==> config.mk <==
export PLATFORM = sky130hd
export DESIGN_NAME = noc_packetizer
export DESIGN_NICKNAME = d
export VERILOG_FILES = /design/src/rtl/noc_packetizer.sv
export SDC_FILE = /design/constraint.sdc
export NUM_CORES = 1
export LEC_CHECK = 0
export ABC_AREA = 1
export BUFFER_PORTS_ARGS = -buffer_cell sky130_fd_sc_hd__buf_4
export CELL_PAD_IN_SITES_DETAIL_PLACEMENT = 0
export CELL_PAD_IN_SITES_GLOBAL_PLACEMENT = 1
export CORE_MARGIN = 2
export CORE_UTILIZATION = 50
export CTS_BUF_LIST = sky130_fd_sc_hd__clkbuf_16
export DETAILED_ROUTE_END_ITERATION = 6
export GPL_TIMING_DRIVEN = 0
export PLACE_DENSITY_LB_ADDON = 0.1
export SYNTH_ARGS = -nofsm -noshare
export SYNTH_HDL_FRONTEND = slang
export SYNTH_SLANG_ARGS = --single-unit
==> constraint.sdc <==
create_clock -name Clk -period 4.82 [get_ports Clk]
set_input_delay 1.446 -clock Clk [delete_from_list [all_inputs] [get_ports Clk]]
set_output_delay 1.446 -clock Clk [all_outputs]
set_load 0.05 [all_outputs]
==> src/rtl/noc_packetizer.sv <==
// NoC packetizer: buffers core payload words in a small FIFO and emits multi-flit
// packets on a router port with per-packet VC allocation and credit flow control.
module noc_packetizer #(
   parameter  int DATA_W     = 64,
   parameter  int DEST_W     = 2,
   parameter  int NUM_VC     = 2,
   parameter  int CREDITS    = 4,
   parameter  int FIFO_DEPTH = 8,
   localparam int VC_W       = $clog2(NUM_VC),
   localparam int FLIT_W     = DATA_W + VC_W + DEST_W + 3
) (
   input  logic              Clk,
   input  logic              Rst_n,
   input  logic [DATA_W-1:0] i_data,
   input  logic              i_data_valid,
   input  logic              i_last,
   input  logic [DEST_W-1:0] i_dest,
   output logic              o_ready,
   output logic [FLIT_W-1:0] o_flit,
   output logic              o_flit_valid,
   input  logic              i_credit_valid,
   input  logic [VC_W-1:0]   i_credit_vc,
   output logic              o_credit_err
);

   localparam int AW = $clog2(FIFO_DEPTH);
   localparam int CW = $clog2(CREDITS + 1);

   typedef enum logic {S_IDLE, S_SEND} state_t;

   logic [DATA_W-1:0]              r_mem_data [FIFO_DEPTH];
   logic [DEST_W-1:0]              r_mem_dest [FIFO_DEPTH];
   logic                           r_mem_last [FIFO_DEPTH];
   logic [AW-1:0]                  r_wptr, r_rptr;
   logic [AW:0]                    r_count;
   logic                           r_in_head;
   logic [DEST_W-1:0]              r_in_dest;
   logic [NUM_VC-1:0][CW-1:0]      r_cred;
   logic [VC_W-1:0]                r_rr, r_lock_vc;
   logic                           r_err;
   logic [FLIT_W-1:0]              r_flit;
   logic                           r_flit_valid;
   state_t                         r_state, w_next;

   logic                           w_wr, w_pop, w_empty, w_head, w_found;
   logic [VC_W-1:0]                w_vc, w_rr_vc, w_cand;
   logic [DEST_W-1:0]              w_in_dest;
   logic [NUM_VC-1:0]              w_inc, w_dec;

   assign o_ready      = (r_count != (AW+1)'(FIFO_DEPTH));
   assign w_empty      = (r_count == '0);
   assign w_wr         = i_data_valid & o_ready;
   // Body words inherit the dest latched from their head word.
   assign w_in_dest    = r_in_head ? i_dest : r_in_dest;
   assign o_flit       = r_flit;
   assign o_flit_valid = r_flit_valid;
   assign o_credit_err = r_err;

   always_ff @(posedge Clk) begin
      if (w_wr) begin
         r_mem_data[r_wptr] <= i_data;
         r_mem_dest[r_wptr] <= w_in_dest;
         r_mem_last[r_wptr] <= i_last;
      end
   end

   always_ff @(posedge Clk or negedge Rst_n) begin
      if (!Rst_n) begin
         r_wptr    <= '0;
         r_rptr    <= '0;
         r_count   <= '0;
         r_in_head <= 1'b1;
         r_in_dest <= '0;
      end else begin
         if (w_wr) begin
            r_wptr    <= r_wptr + AW'(1);
            r_in_head <= i_last;
            if (r_in_head) r_in_dest <= i_dest;
         end
         if (w_pop) r_rptr <= r_rptr + AW'(1);
         case ({w_wr, w_pop})
            2'b10:   r_count <= r_count + (AW+1)'(1);
            2'b01:   r_count <= r_count - (AW+1)'(1);
            default: r_count <= r_count;
         endcase
      end
   end

   // Round-robin search; iterating downward lets the lowest offset from r_rr win.
   always_comb begin
      w_found = 1'b0;
      w_rr_vc = r_rr;
      w_cand  = '0;
      for (int i = NUM_VC - 1; i >= 0; i--) begin
         w_cand = r_rr + VC_W'(i);
         if (r_cred[w_cand] != '0) begin
            w_found = 1'b1;
            w_rr_vc = w_cand;
         end
      end
   end

   always_ff @(posedge Clk or negedge Rst_n) begin
      if (!Rst_n) r_state <= S_IDLE;
      else        r_state <= w_next;
   end

   always_comb begin
      w_next = r_state;
      case (r_state)
         S_IDLE:  if (w_pop && !r_mem_last[r_rptr]) w_next = S_SEND;
         S_SEND:  if (w_pop &&  r_mem_last[r_rptr]) w_next = S_IDLE;
         default: w_next = S_IDLE;
      endcase
   end

   always_comb begin
      w_pop  = 1'b0;
      w_head = 1'b0;
      w_vc   = r_lock_vc;
      case (r_state)
         S_IDLE: if (!w_empty && w_found) begin
            w_pop  = 1'b1;
            w_head = 1'b1;
            w_vc   = w_rr_vc;
         end
         S_SEND: if (!w_empty && r_cred[r_lock_vc] != '0) w_pop = 1'b1;
         default: ;
      endcase
   end

   always_comb begin
      w_inc = '0;
      w_dec = '0;
      for (int v = 0; v < NUM_VC; v++) begin
         w_inc[v] = i_credit_valid && (i_credit_vc == VC_W'(v));
         w_dec[v] = w_pop && (w_vc == VC_W'(v));
      end
   end

   always_ff @(posedge Clk or negedge Rst_n) begin
      if (!Rst_n) begin
         for (int v = 0; v < NUM_VC; v++) r_cred[v] <= CW'(CREDITS);
         r_err        <= 1'b0;
         r_rr         <= '0;
         r_lock_vc    <= '0;
         r_flit       <= '0;
         r_flit_valid <= 1'b0;
      end else begin
         for (int v = 0; v < NUM_VC; v++) begin
            if (w_inc[v] && !w_dec[v]) begin
               if (r_cred[v] == CW'(CREDITS)) r_err <= 1'b1;
               else                          r_cred[v] <= r_cred[v] + CW'(1);
            end else if (w_dec[v] && !w_inc[v]) begin
               r_cred[v] <= r_cred[v] - CW'(1);
            end
         end
         if (w_pop && w_head) begin
            r_lock_vc <= w_vc;
            r_rr      <= w_vc + VC_W'(1);
         end
         if (w_pop)
            r_flit <= {1'b1, r_mem_last[r_rptr], r_mem_dest[r_rptr], w_vc, w_head,
                       r_mem_data[r_rptr]};
         r_flit_valid <= w_pop;
      end
   end

endmodule

Word-level counts from Yosys, hierarchy flattened. Memories as Yosys holds them, arrays and structs flattened. A register that Yosys moved wholly into a read port is not among the register bits. Index checks and enable logic that the tools add are counted.

Bits in registers: 94. Memory bits (writable): 536. Output and inout bits: 73. Logic and storage cells: 103. Memories kept: 3.

Memories: r_mem_data (depth 8, width 64, read ports 1, clocked after memory_dff 1, wr ports 1, RTL line 31) `logic [DATA_W-1:0] r_mem_data [FIFO_DEPTH];`; r_mem_dest (depth 8, width 2, read ports 1, clocked after memory_dff 1, wr ports 1, RTL line 32) `logic [DEST_W-1:0] r_mem_dest [FIFO_DEPTH];`; r_mem_last (depth 8, width 1, read ports 1, clocked after memory_dff 0, wr ports 1, RTL line 33) `logic r_mem_last [FIFO_DEPTH];`.

Add/sub/neg operators: 10. Magnitude comparators: 3. Equality and inequality tests: 7. Muxes and demuxes: 33. Bitwise operators: 4. Reduce and logical (&&, ||, !) cells: 30.

Operators by type and width (number): 3-bit 2-to-1 mux (12); 1-bit 2-to-1 mux (17); 1-bit logical AND (13); 3-bit by 1-bit adder with 3-bit output, second input constant (4); 3-bit nonzero test (3); 1-bit zero test (8); 4-bit one-hot mux with 2 select lines (1); 3-bit == test, second input constant (2); 1-bit by 2-bit < comparator with 1-bit output, second input constant (3); 2-bit nonzero test (3); 3-bit by 1-bit subtractor with 3-bit output, second input constant (2); 4-bit by 1-bit adder with 4-bit output, second input constant (1); 4-bit zero test (1); 2-bit inequality test, second input constant (2); 4-bit inequality test, second input constant (1); 1-bit one-hot mux with 2 select lines (2); 2-bit AND reduction (2); 4-bit by 1-bit subtractor with 4-bit output, second input constant (1); 1-bit NOT (3); 1-bit adder, second input constant (2); 2-bit by 1-bit == test with 1-bit output, second input constant (1); 2-bit == test, second input constant (1); 2-bit 2-to-1 mux (1); 1-bit AND (1).

Logic depth before layout (Yosys ltp). Gate-level depths: netlist of the first run.

Word-level depth: 16. Depth in mapped cells: 17. Gate-level depth less buffers: 17.

Least setup slack after synthesis of the first run. No wires, ideal clock.

Path type: input port to flip-flop. From: input port i_data_valid. To: memory r_mem_data[0][0], enable pin. Setup time: 0.492 ns. Arrival: 4.731 ns. Required time: 4.328 ns. Setup slack: -0.403 ns. Stages: 3. Buffers on the path: 0. Cells stage by stage: nand2_1 > or2_2 > nor2_1.

Longest elaborated chain between the ends: 3.

Ends and longest elaborated chain: start, declared (RTL line 15) `input logic i_data_valid,`; 1-bit AND (RTL line 52) `assign w_wr = i_data_valid & o_ready;`; 1-bit 2-to-1 mux (RTL line 60) `if (w_wr) begin`; 1-bit 2-to-1 mux (not written as such) (RTL line 61) `r_mem_data[r_wptr] <= i_data;`; end, declared (RTL line 31).

Every way passes these cells.

Worst setup path after layout of the first run.
From: input port i_data_valid. To: memory r_mem_data[3][33], enable pin.

Same word-level chain as after synthesis.

==> results of run 1 <==
[power breakdown]
part           internal [mW]  leakage [nW]  total (mW)  switching (mW)
registers               7.11          5.95        7.52           0.417
logic                   2.43          3.15        8.26            5.83
clock network           2.86          1.08        4.90            2.05
[through the flow]
step / worst slack [ns] / util, % / TNS, ns
floorplan: -0.4029 / - / -161.35
global placement: -3.622 / 54.58 / -1557.77
detailed placement: 1.124 / 55.77 / 0
CTS: 1.746 / 60.13 / 0
global route: 1.620 / 60.13 / 0
finish: 1.724 / 60.13 / 0
[cells in the final DEF, fill, tap and decap left out, types with 2 or more instances in the layout]
master     count
bufinv_16      5
o21ai_1       32
clkinv_1      18
inv_2          2
nand2_2        5
clkbuf_2       2
a31oi_1       66
xnor2_1        4
a21oi_1        3
ha_1           7
nor2_2         2
buf_12        16
dfrtp_1       91
o21ai_0      245
inv_1         38
inv_6          2
buf_16         7
nand3_1       17
o21a_1         2
buf_6         11
buf_4        154
clkbuf_16     69
nor2_4         8
or2_2          2
nand4_1        2
clkinv_2       6
buf_2         36
clkbuf_1      60
nand2_1      179
nor2_1       339
edfxtp_1     536
nor3_1         3
dfstp_2        3
xor2_1         8
o22ai_1      134
[logic make-up (layout without fill, tap and decap cells)]
| group | after synthesis | after routing |
|---|---|---|
| DFF | 630 | 630 |
| and+or+nand+nor | 558 | 558 |
| AOI/OAI and AO/OA | 486 | 486 |
| buffers and inverters | 144 | 430 |
| xor gates and xnor gates | 12 | 12 |
| adders and majority gates | 7 | 7 |
[state kept, by name, indices dropped and copies added (netlist names), 2 cells and up, named ones only]
register    cells
r_cred          6
r_rptr          3
r_in_dest       2
r_mem_last      8
r_mem_data    512
r_wptr          3
r_mem_dest     16
o_flit         70
r_count         4
[worst max-delay path, cell delays in order]
cell and delay (ns):
buf_4 0.07, nand2_1 0.22, inv_1 0.29, nand2_1 0.28, nor2_4 0.57, buf_16 0.24, buf_12 0.23
[final timing paths]
kind,from,to,slack [ns]
max,i_data_valid,r_mem_data[3][33],1.72
min,r_cred[2],r_cred[2],0.46
max reg2reg,r_cred[2],r_count[2],1.91
min reg2reg,r_cred[2],r_cred[2],0.46
max in group asynchronous,Rst_n,r_cred[5],3.28
min in group asynchronous,Rst_n,o_flit[29],0.80
[metal layers]
| layer | share of wire [%] | vias up |
|---|---|---|
| met5 | 0.038 | - |
| met4 | 2.2 | 4 |
| met3 | 7.4 | 110 |
| met2 | 48 | 595 |
| met1 | 42 | 7910 |
| li1 | - | 7202 |
[area by class of cell]
type                            instances  share of cell area, %
Buffer                                119                  2.127
Inverter                               25                 0.3356
Sequential cell                       630                  64.27
Clock inverter                         50                  1.229
Tap cell                              615                  2.680
Clock buffer                           69                  6.014
Timing Repair Buffer                  167                  5.565
Multi-Input combinational cell       1063                  17.78
==> flow_summary.yaml, run 1 <==
outcome:
  outcome: "finished, final reports clean"
grt:
  grt.met1_usage_pct: 35.49
  overflow: 0
  grt_usage_pct: 25.56
  grt_pass1_vias: 15410
  antenna_found_initial: 3
  grt_pass1_wl_mm: 94.48
  grt_util_met2_pct: 41.69
  grt_use_met3_pct: 4.683
  busiest_layer: "met2"
  grt_start_max_net_pins: 55
clock_tree:
  cts_buffers: 67
  cts_resized: 0
  cts_tree: "done"
  cts_hold_buf: 0
  clk_pin_slew_ns: 0.06
  clockBufferDepth: 3
  h-tree-depth: 3
  clk_latency_ns: 0.60
  cts_num_sinks: 630
  ctsRootBufferMaster: "clkbuf_16"
  post-cts-setup-buffer-count: 0
critical_path:
  worstPathRequired_ns: 5.10
  critPathKind: "in2reg"
  worstPathArrival_ns: 3.38
  reg2regPathDepth: 15
  start_kind: "primary input"
  critPathMaxFanout: 25
  crit_path_end_kind: "register"
synthesis:
  synthMuxAreaShare_pct: 0
  synth-xor-area-share_pct: 0.4343
  yosysMostFrequentCell: "edfxtp_1"
  ys_seq_elements: 630
  synth_top_family_by_area: "compound AO/OA/AOI/OAI gates"
  yosys.area_share.simple_pct: 8.887
  yosysUniqueCellTypes: 33
  syn_area_per_cell_um2: 13.17
  syn_area_um2: 24200
  syn_inst: 1837
  synth_common_cells: "536 x edfxtp_1, 347 x nor2_1, 245 x o21ai_0, 179 x nand2_1, 134 x o22ai_1"
  synth_fa_ha_area_share_pct: 0.3619
  synth-compound-area-share_pct: 11.16
  syn-num-nets: 1916
  ys_top_cells_by_area: "edfxtp_1 67%, dfrtp_1 9.4%, nor2_1 5.4%"
  synth-async-reset-ratio_pct: 14.92
  synth_edf_count: 536
  yosysSeqAreaShare_pct: 76.24
  yosysTopAreaCell: "edfxtp_1"
  post-synth-top-area-fraction_pct: 66.50
  synthFlopType: "edfxtp_1"
  synth-warning-count: 0
sta:
  fmax_mhz: 323.0
  rsz0062_at_grt: "false"
  drv_slew: 0
  whs_ns: 0.4577
  fin_skew_ns: 0.01722
  relSlewSlack_pct: 28.55
  fin_crit_sh_pct: 64.23
  setup_viol: 0
  hold_viol: 0
  worst_pin_slew_ns: 1.061
  final.min_clock_period_ns: 3.096
pwr:
  p_total_mw: 20.69
  p_leak_nw: 10.18
  vdd_drop_max_mv: 0.3491
  p_per_area_nw_per_um2: 720.6
floorplan:
  start_util_pct: 50.69
  die_area_um2: 50180
  ioPinCount: 145
  coreArea_um2: 47750
  die_y_um: 224.0
  die_width_um: 224.0
  rows: 80
min_path:
  hold_path.class: "reg2reg"
  hold_path_depth: 2
place:
  dpl.hpwl_mm: 39.57
  placed_cells: 2619
  gp_congestion: 0.7597
  numPortBuffers: 144
  place_area_um2: 26630
final_layout:
  final_cells: 2738
  area_growth_pct: 18.62
  diodes: 0
  multi_input_area_um2: 5104
  final_cell_area_um2: 28710
  regArea_um2: 18450
  fillerInstances: 3797
  drive_above_1_share_pct: 15.78
  fin_nets: 2152
route:
  ant_nets: 0
  vias_per_cell: 5.778
  drt-wirelength-per-cell_um: 23.15
  firstDrtPassIters: 5
  wirelength_mm: 63.40
  vias: 15820
  drt-initial-drc-count: 1638
  drc: 0
job:
  maxCapViolCount: 0
Power figures use the tool's default switching activity.
==> inputs of run 2 (changes only) <==
--- a/config.mk
+++ b/config.mk
@@ -10,7 +10,7 @@
 export CELL_PAD_IN_SITES_DETAIL_PLACEMENT = 0
 export CELL_PAD_IN_SITES_GLOBAL_PLACEMENT = 1
 export CORE_MARGIN = 2
-export CORE_UTILIZATION = 50
+export CORE_UTILIZATION = 45
 export CTS_BUF_LIST = sky130_fd_sc_hd__clkbuf_16
 export DETAILED_ROUTE_END_ITERATION = 6
 export GPL_TIMING_DRIVEN = 0
==> constraint.sdc (replaced) <==
create_clock -name Clk -period 2.65 [get_ports Clk]
set_input_delay 0.795 -clock Clk [delete_from_list [all_inputs] [get_ports Clk]]
set_output_delay 0.795 -clock Clk [all_outputs]
set_load 0.05 [all_outputs]
==> run 2 against run 1 <==
Core utilization decreased by 5.6 points. Final cell count increased by 2.8%. Critical endpoint is now r_count[2]. Setup slack got worse by 1.6 ns. Register-to-register slack got worse by 1.8 ns. Sequential share of layout area decreased by 0.23 points. Wire length increased by 7.7%. Clock skew increased by 0.0094 ns. Critical path depth increased by 5. Global-route usage decreased by 1.2 points.
==> flow_summary.yaml, run 2 (synthesized netlist as in run 1, its figures left out) <==
outcome:
  outcome: "finished, final reports clean"
pwr:
  power_frac_seq_pct: 36.3
  p_leak_nw: 10.20
  combPwrFrac_pct: 40.8
  internal_power_mw: 22.32
  vdd_drop_max_mv: 0.6941
  p_per_area_nw_per_um2: 1313
  sw_frac_of_total_pct: 41.01
  clockPowerShare_pct: 22.8
  p_total_mw: 37.83
  p_switching_mw: 15.52
sta:
  setup_viol: 0
  drv_slew: 0
  fin_crit_sh_pct: 95.97
  worst_pin_slew_ns: 1.256
  relSlewSlack_pct: 15.36
  final.min_clock_period_ns: 2.543
  setup_ws_ns: 0.1067
  hold_viol: 0
  rsz0062_at_grt: "true"
  fin_skew_ns: 0.02661
  fmax_mhz: 393.2
critical_path:
  crit_chain: "nor3_2 > nand2_1 > nand2_2 > nand2_2 > buf_6 > buf_12 > ha_1 > xor2_2 > ha_1 > a21oi_1 > xnor2_1 > o21ai_0"
  critPathKind: "reg2reg"
  critPathMaxFanout: 21
  worstPathRequired_ns: 3.10
  crit_path_end_kind: "register"
  slowest_delay_ns: 0.45
  start_kind: "register"
  cpMaxStageDelayCell: "dfrtp_1"
  worstPathArrival_ns: 3.00
final_layout:
  mostFrequentLayoutCells: "536 x edfxtp_1, 339 x nor2_1, 244 x o21ai_0"
  mostFrequentLayoutCell: "edfxtp_1"
  diodes: 0
  area_growth_pct: 19.06
  regMostFlops: "r_mem_data"
  final_cells: 2816
  fin_nets: 2155
  drive_above_1_share_pct: 15.98
  largest_reg_flops: 512
min_path:
  hold_path.class: "in2async"
grt:
  grt_pass1_vias: 15510
  grt_start_max_net_pins: 50
  overflow: 0
  antenna_found_initial: 3
  grt_pass1_wl_mm: 99.86
  grt_usage_pct: 24.35
place:
  dpl.hpwl_mm: 43.41
  placed_cells: 2693
  numPortBuffers: 144
  gp_congestion: 0.7956
  post-place-ws_ns: -0.3694
clock_tree:
  cts_buffers: 68
  h-tree-depth: 3
  cts_num_sinks: 630
  clk_latency_ns: 0.60
  clockBufferDepth: 3
  ctsRootBufferMaster: "clkbuf_16"
  cts_tree: "done"
  clk_pin_slew_ns: 0.06
floorplan:
  coreArea_um2: 52870
  die_area_um2: 55650
  die_y_um: 235.9
  rows: 84
  die_width_um: 235.9
  start_util_pct: 45.78
  ioPinCount: 145
route:
  vias_per_cell: 5.643
  drt-initial-drc-count: 1484
  drc: 0
  vias: 15890
  ant_nets: 0
  drt-wirelength-per-cell_um: 24.24
  firstDrtPassIters: 5
  wirelength_mm: 68.27
job:
  maxCapViolCount: 0
run 2: layer usage:
metal,GRT usage [%],routed length [um],up-vias
li1,-,-,7206
met5,0,31,-
met4,6.543,1637,6
met2,38.98,32280,537
met3,4.634,4357,117
met1,34.31,29960,8025
run 2: stage by stage:
step | utilization, % | hold slack [ns] | TNS (ns) | instance area (um2)
final | 54.50 | 0.1535 | 0 | 28810
after global placement | 49.59 | 0.4521 | -606.70 | 26220
after floorplan | - | 0.4418 | 0 | 24270
after global routing | 54.50 | 0.1638 | -0.07042 | 28810
after CTS | 54.46 | 0.1543 | 0 | 28790
after detailed placement | 50.65 | 0.4574 | -19.22 | 26780
run 2: timing repair:
| item | 4_1_cts | 5_1_grt |
|---|---|---|
| setup buffers | 0 | 1 |
| setup endpoints to repair | 3 | 37 |
| pin swaps | 0 | 2 |
| resized for setup | 3 | 2 |
| cloned | 0 | 1 |
| hold buffers | 0 | 0 |
run 2: worst max-delay path, delay by kind of cell (launching register included):
family | cells | cell delay (ns)
XOR/XNOR | 2 | 0.32
buffers and inverters | 2 | 0.35
AND/OR/NAND/NOR | 4 | 0.56
flip-flops | 1 | 0.45
AO/OA/AOI/OAI | 2 | 0.26
adder cells (fa/ha/maj) | 2 | 0.46
run 2: worst paths after layout:
| path | slack [ns] | from | endpoint | cells after the start |
|---|---|---|---|---|
| min in group Clk | 0.43 | i_data[40] | r_mem_data[3][40] | 1 |
| max in group asynchronous | 1.76 | Rst_n | o_flit[16] | 2 |
| hold / removal | 0.15 | Rst_n | o_flit[26] | 1 |
| setup / recovery | 0.11 | r_cred[3] | r_count[2] | 12 |
| setup reg to reg | 0.11 | r_cred[3] | r_count[2] | 12 |
| hold reg to reg | 0.46 | r_cred[2] | r_cred[2] | 2 |
run 2: power by group through the flow:
stage	clock network [mW]	registers, mW	logic [mW]
detailed placement	0	13.9	15.5
CTS	8.77	13.8	15.5
global placement	0	14.0	14.9
global route	9.14	13.9	16.8
floorplan	0	15.6	7.67
finish	8.64	13.7	15.4
run 2: layout make-up:
class                      instances  area [um2]
fill                            4412       24050
sequential                       630       18450
multi-input combinational       1064        5135
clock buffer                      69        1727
timing repair buffer             169        1648
tap                              688       860.8
buffer                           118       614.3
clock inverter                    53       280.3
inverter                          25       96.34
==> inputs of run 3 (changes only) <==
--- a/config.mk
+++ b/config.mk
@@ -10,7 +10,7 @@
 export CELL_PAD_IN_SITES_DETAIL_PLACEMENT = 0
 export CELL_PAD_IN_SITES_GLOBAL_PLACEMENT = 1
 export CORE_MARGIN = 2
-export CORE_UTILIZATION = 45
+export CORE_UTILIZATION = 44
 export CTS_BUF_LIST = sky130_fd_sc_hd__clkbuf_16
 export DETAILED_ROUTE_END_ITERATION = 6
 export GPL_TIMING_DRIVEN = 0
==> constraint.sdc (replaced) <==
create_clock -name Clk -period 2.6 [get_ports Clk]
set_input_delay 0.78 -clock Clk [delete_from_list [all_inputs] [get_ports Clk]]
set_output_delay 0.78 -clock Clk [all_outputs]
set_load 0.05 [all_outputs]
==> run 3 against run 2 <==
Wire length fell by 2.9%. Clock power rose by 6.8%. Register-to-register slack improved by 0.04 ns. Setup slack improved by 0.040 ns. Cell area rose by 0.57%. Via count fell by 0.88%. Hold slack got worse by 0.015 ns. First-iteration DRC count fell by 3.8%. Fmax rose by 3.7%. Total power rose by 2.4%. Global-route usage fell by 0.87 points. Sequential share of layout area fell by 0.37 points. Critical path type unchanged. Critical endpoint is now r_mem_data[6][33]. Highest routed layer unchanged.
==> flow_summary.yaml, run 3 (synthesized netlist as in run 1, its figures left out) <==
final_layout:
  drive_above_1_share_pct: 16.35
  final_cell_area_um2: 28980
  fin_nets: 2157
  mostFrequentLayoutCells: "536 x edfxtp_1, 339 x nor2_1, 245 x o21ai_0"
  largest_reg_flops: 512
  mostFrequentLayoutCell: "edfxtp_1"
  area_growth_pct: 19.73
  final_cells: 2826
  fillerInstances: 4562
  fin_util_pct: 53.53
  regMostFlops: "r_mem_data"
outcome:
  outcome: "finished, final reports clean"
grt:
  grt_start_max_net_pins: 55
  overflow: 0
  grt_usage_pct: 23.48
  grt_pass1_wl_mm: 98.25
  grt_pass1_vias: 15550
  antenna_found_initial: 2
route:
  vias_per_cell: 5.574
  vias: 15750
  drc: 0
  drt-initial-drc-count: 1428
  drt-wirelength-per-cell_um: 23.44
  wirelength_mm: 66.26
  ant_nets: 0
  firstDrtPassIters: 5
sta:
  fin_setup_tns_ns: 0
  setup_viol: 0
  relSlewSlack_pct: 27.08
  fmax_mhz: 407.6
  hold_viol: 0
  drv_slew: 0
  final.min_clock_period_ns: 2.453
  worst_pin_slew_ns: 1.082
  rsz0062_at_grt: "false"
  fin_crit_sh_pct: 94.36
  fin_skew_ns: 0.02139
critical_path:
  crit_path_end_kind: "register"
  worstPathArrival_ns: 2.74
  cpMaxStageDelayCell: "nor2_4"
  critPathTopFamily: "simple AND/OR/NAND/NOR gates"
  worstPathRequired_ns: 2.88
  start_kind: "register"
  critPathKind: "reg2reg"
  crit_chain: "nor2_2 > nand3_2 > nand2_4 > or2_4 > nor2_4 > buf_16 > buf_12"
  path_buf_inv: 2
  critPathMaxFanout: 22
  slowest_delay_ns: 0.55
place:
  place_area_um2: 26810
  dpl.hpwl_mm: 41.38
  numPortBuffers: 144
  placed_cells: 2701
  gp_congestion: 0.7668
pwr:
  combPwrFrac_pct: 40.1
  p_total_mw: 38.74
  sw_frac_of_total_pct: 40.16
  p_switching_mw: 15.56
  internal_power_mw: 23.18
  p_leak_nw: 10.25
  power_frac_seq_pct: 36.0
  vdd_drop_max_mv: 0.6845
  clockPowerShare_pct: 23.8
  p_per_area_nw_per_um2: 1337
floorplan:
  die_area_um2: 56900
  die_width_um: 238.5
  die_y_um: 238.5
  start_util_pct: 44.71
  rows: 85
  ioPinCount: 145
  coreArea_um2: 54130
clock_tree:
  ctsRootBufferMaster: "clkbuf_16"
  clk_pin_slew_ns: 0.06
  clk_latency_ns: 0.60
  clockBufferDepth: 3
  cts_tree: "done"
  cts_buffers: 67
  cts_hold_buf: 0
  h-tree-depth: 3
  cts_num_sinks: 630
job:
  maxCapViolCount: 0
min_path:
  hold_path.class: "in2async"
[run 3: final cells by class]
class	instances	area, um2	area share [%]
Antenna cell	1	2.502	0.008636
Buffer	118	625.6	2.159
Clock buffer	69	1727	5.959
Clock inverter	51	371.6	1.282
Inverter	25	96.34	0.3325
Multi-Input combinational cell	1064	5147	17.76
Sequential cell	630	18450	63.67
Tap cell	696	870.8	3.005
Timing Repair Buffer	172	1685	5.816
[run 3: timing repair]
item | CTS | global route
pin swaps | 1 | 3
endpoints found under the hold margin | 0 | 0
endpoints found under the setup margin | 28 | 45
buffers inserted | 0 | 4
cloned | 1 | 0
gates resized for setup | 1 | 6
[run 3: worst paths after layout]
path / start / endpoint / slack, ns / cells after the start
hold / removal: Rst_n / o_flit[29] / 0.14 / 1
hold reg to reg: r_cred[2] / r_cred[2] / 0.47 / 2
max in group asynchronous: Rst_n / r_cred[5] / 1.71 / 2
setup reg to reg: r_count[1] / r_mem_data[6][33] / 0.15 / 7
min in group Clk: i_data[63] / r_mem_data[3][63] / 0.42 / 1
setup / recovery: r_count[1] / r_mem_data[6][33] / 0.15 / 7
[run 3: per-stage QoR]
step           hold WS (ns)  worst slack [ns]
5_1_grt              0.1624           0.04807
2_1_floorplan        0.4418          0.006996
4_1_cts              0.1390          0.008050
3_5_place_dp         0.4604           -0.3477
3_3_place_gp         0.4496            -1.188
6_report             0.1382            0.1467
[run 3: metal layers]
layer	routed length (um)	up-vias	share of wire [%]	global-route usage [%]
met2	32600	517	49	39.19
met3	3835	107	5.8	3.337
met1	28250	7913	43	31.75
met5	10	-	0.015	0
met4	1558	2	2.4	8.087
li1	-	7212	-	-
[run 3: power groups by stage]
stage	registers, mW	clock network [mW]	logic (mW)
final	14.0	9.23	15.6
after global routing	14.1	9.78	17.0
after CTS	14.0	9.36	15.6
after detailed placement	14.2	0	15.6
after global placement	14.2	0	15.1
after floorplan	15.9	0	7.82
[run 3: worst register-to-register path, delay by kind of cell (launching register included)]
family | cells | cell delay (ns)
buffers and inverters | 2 | 0.47
flip-flops | 1 | 0.46
AND/OR/NAND/NOR | 5 | 1.19
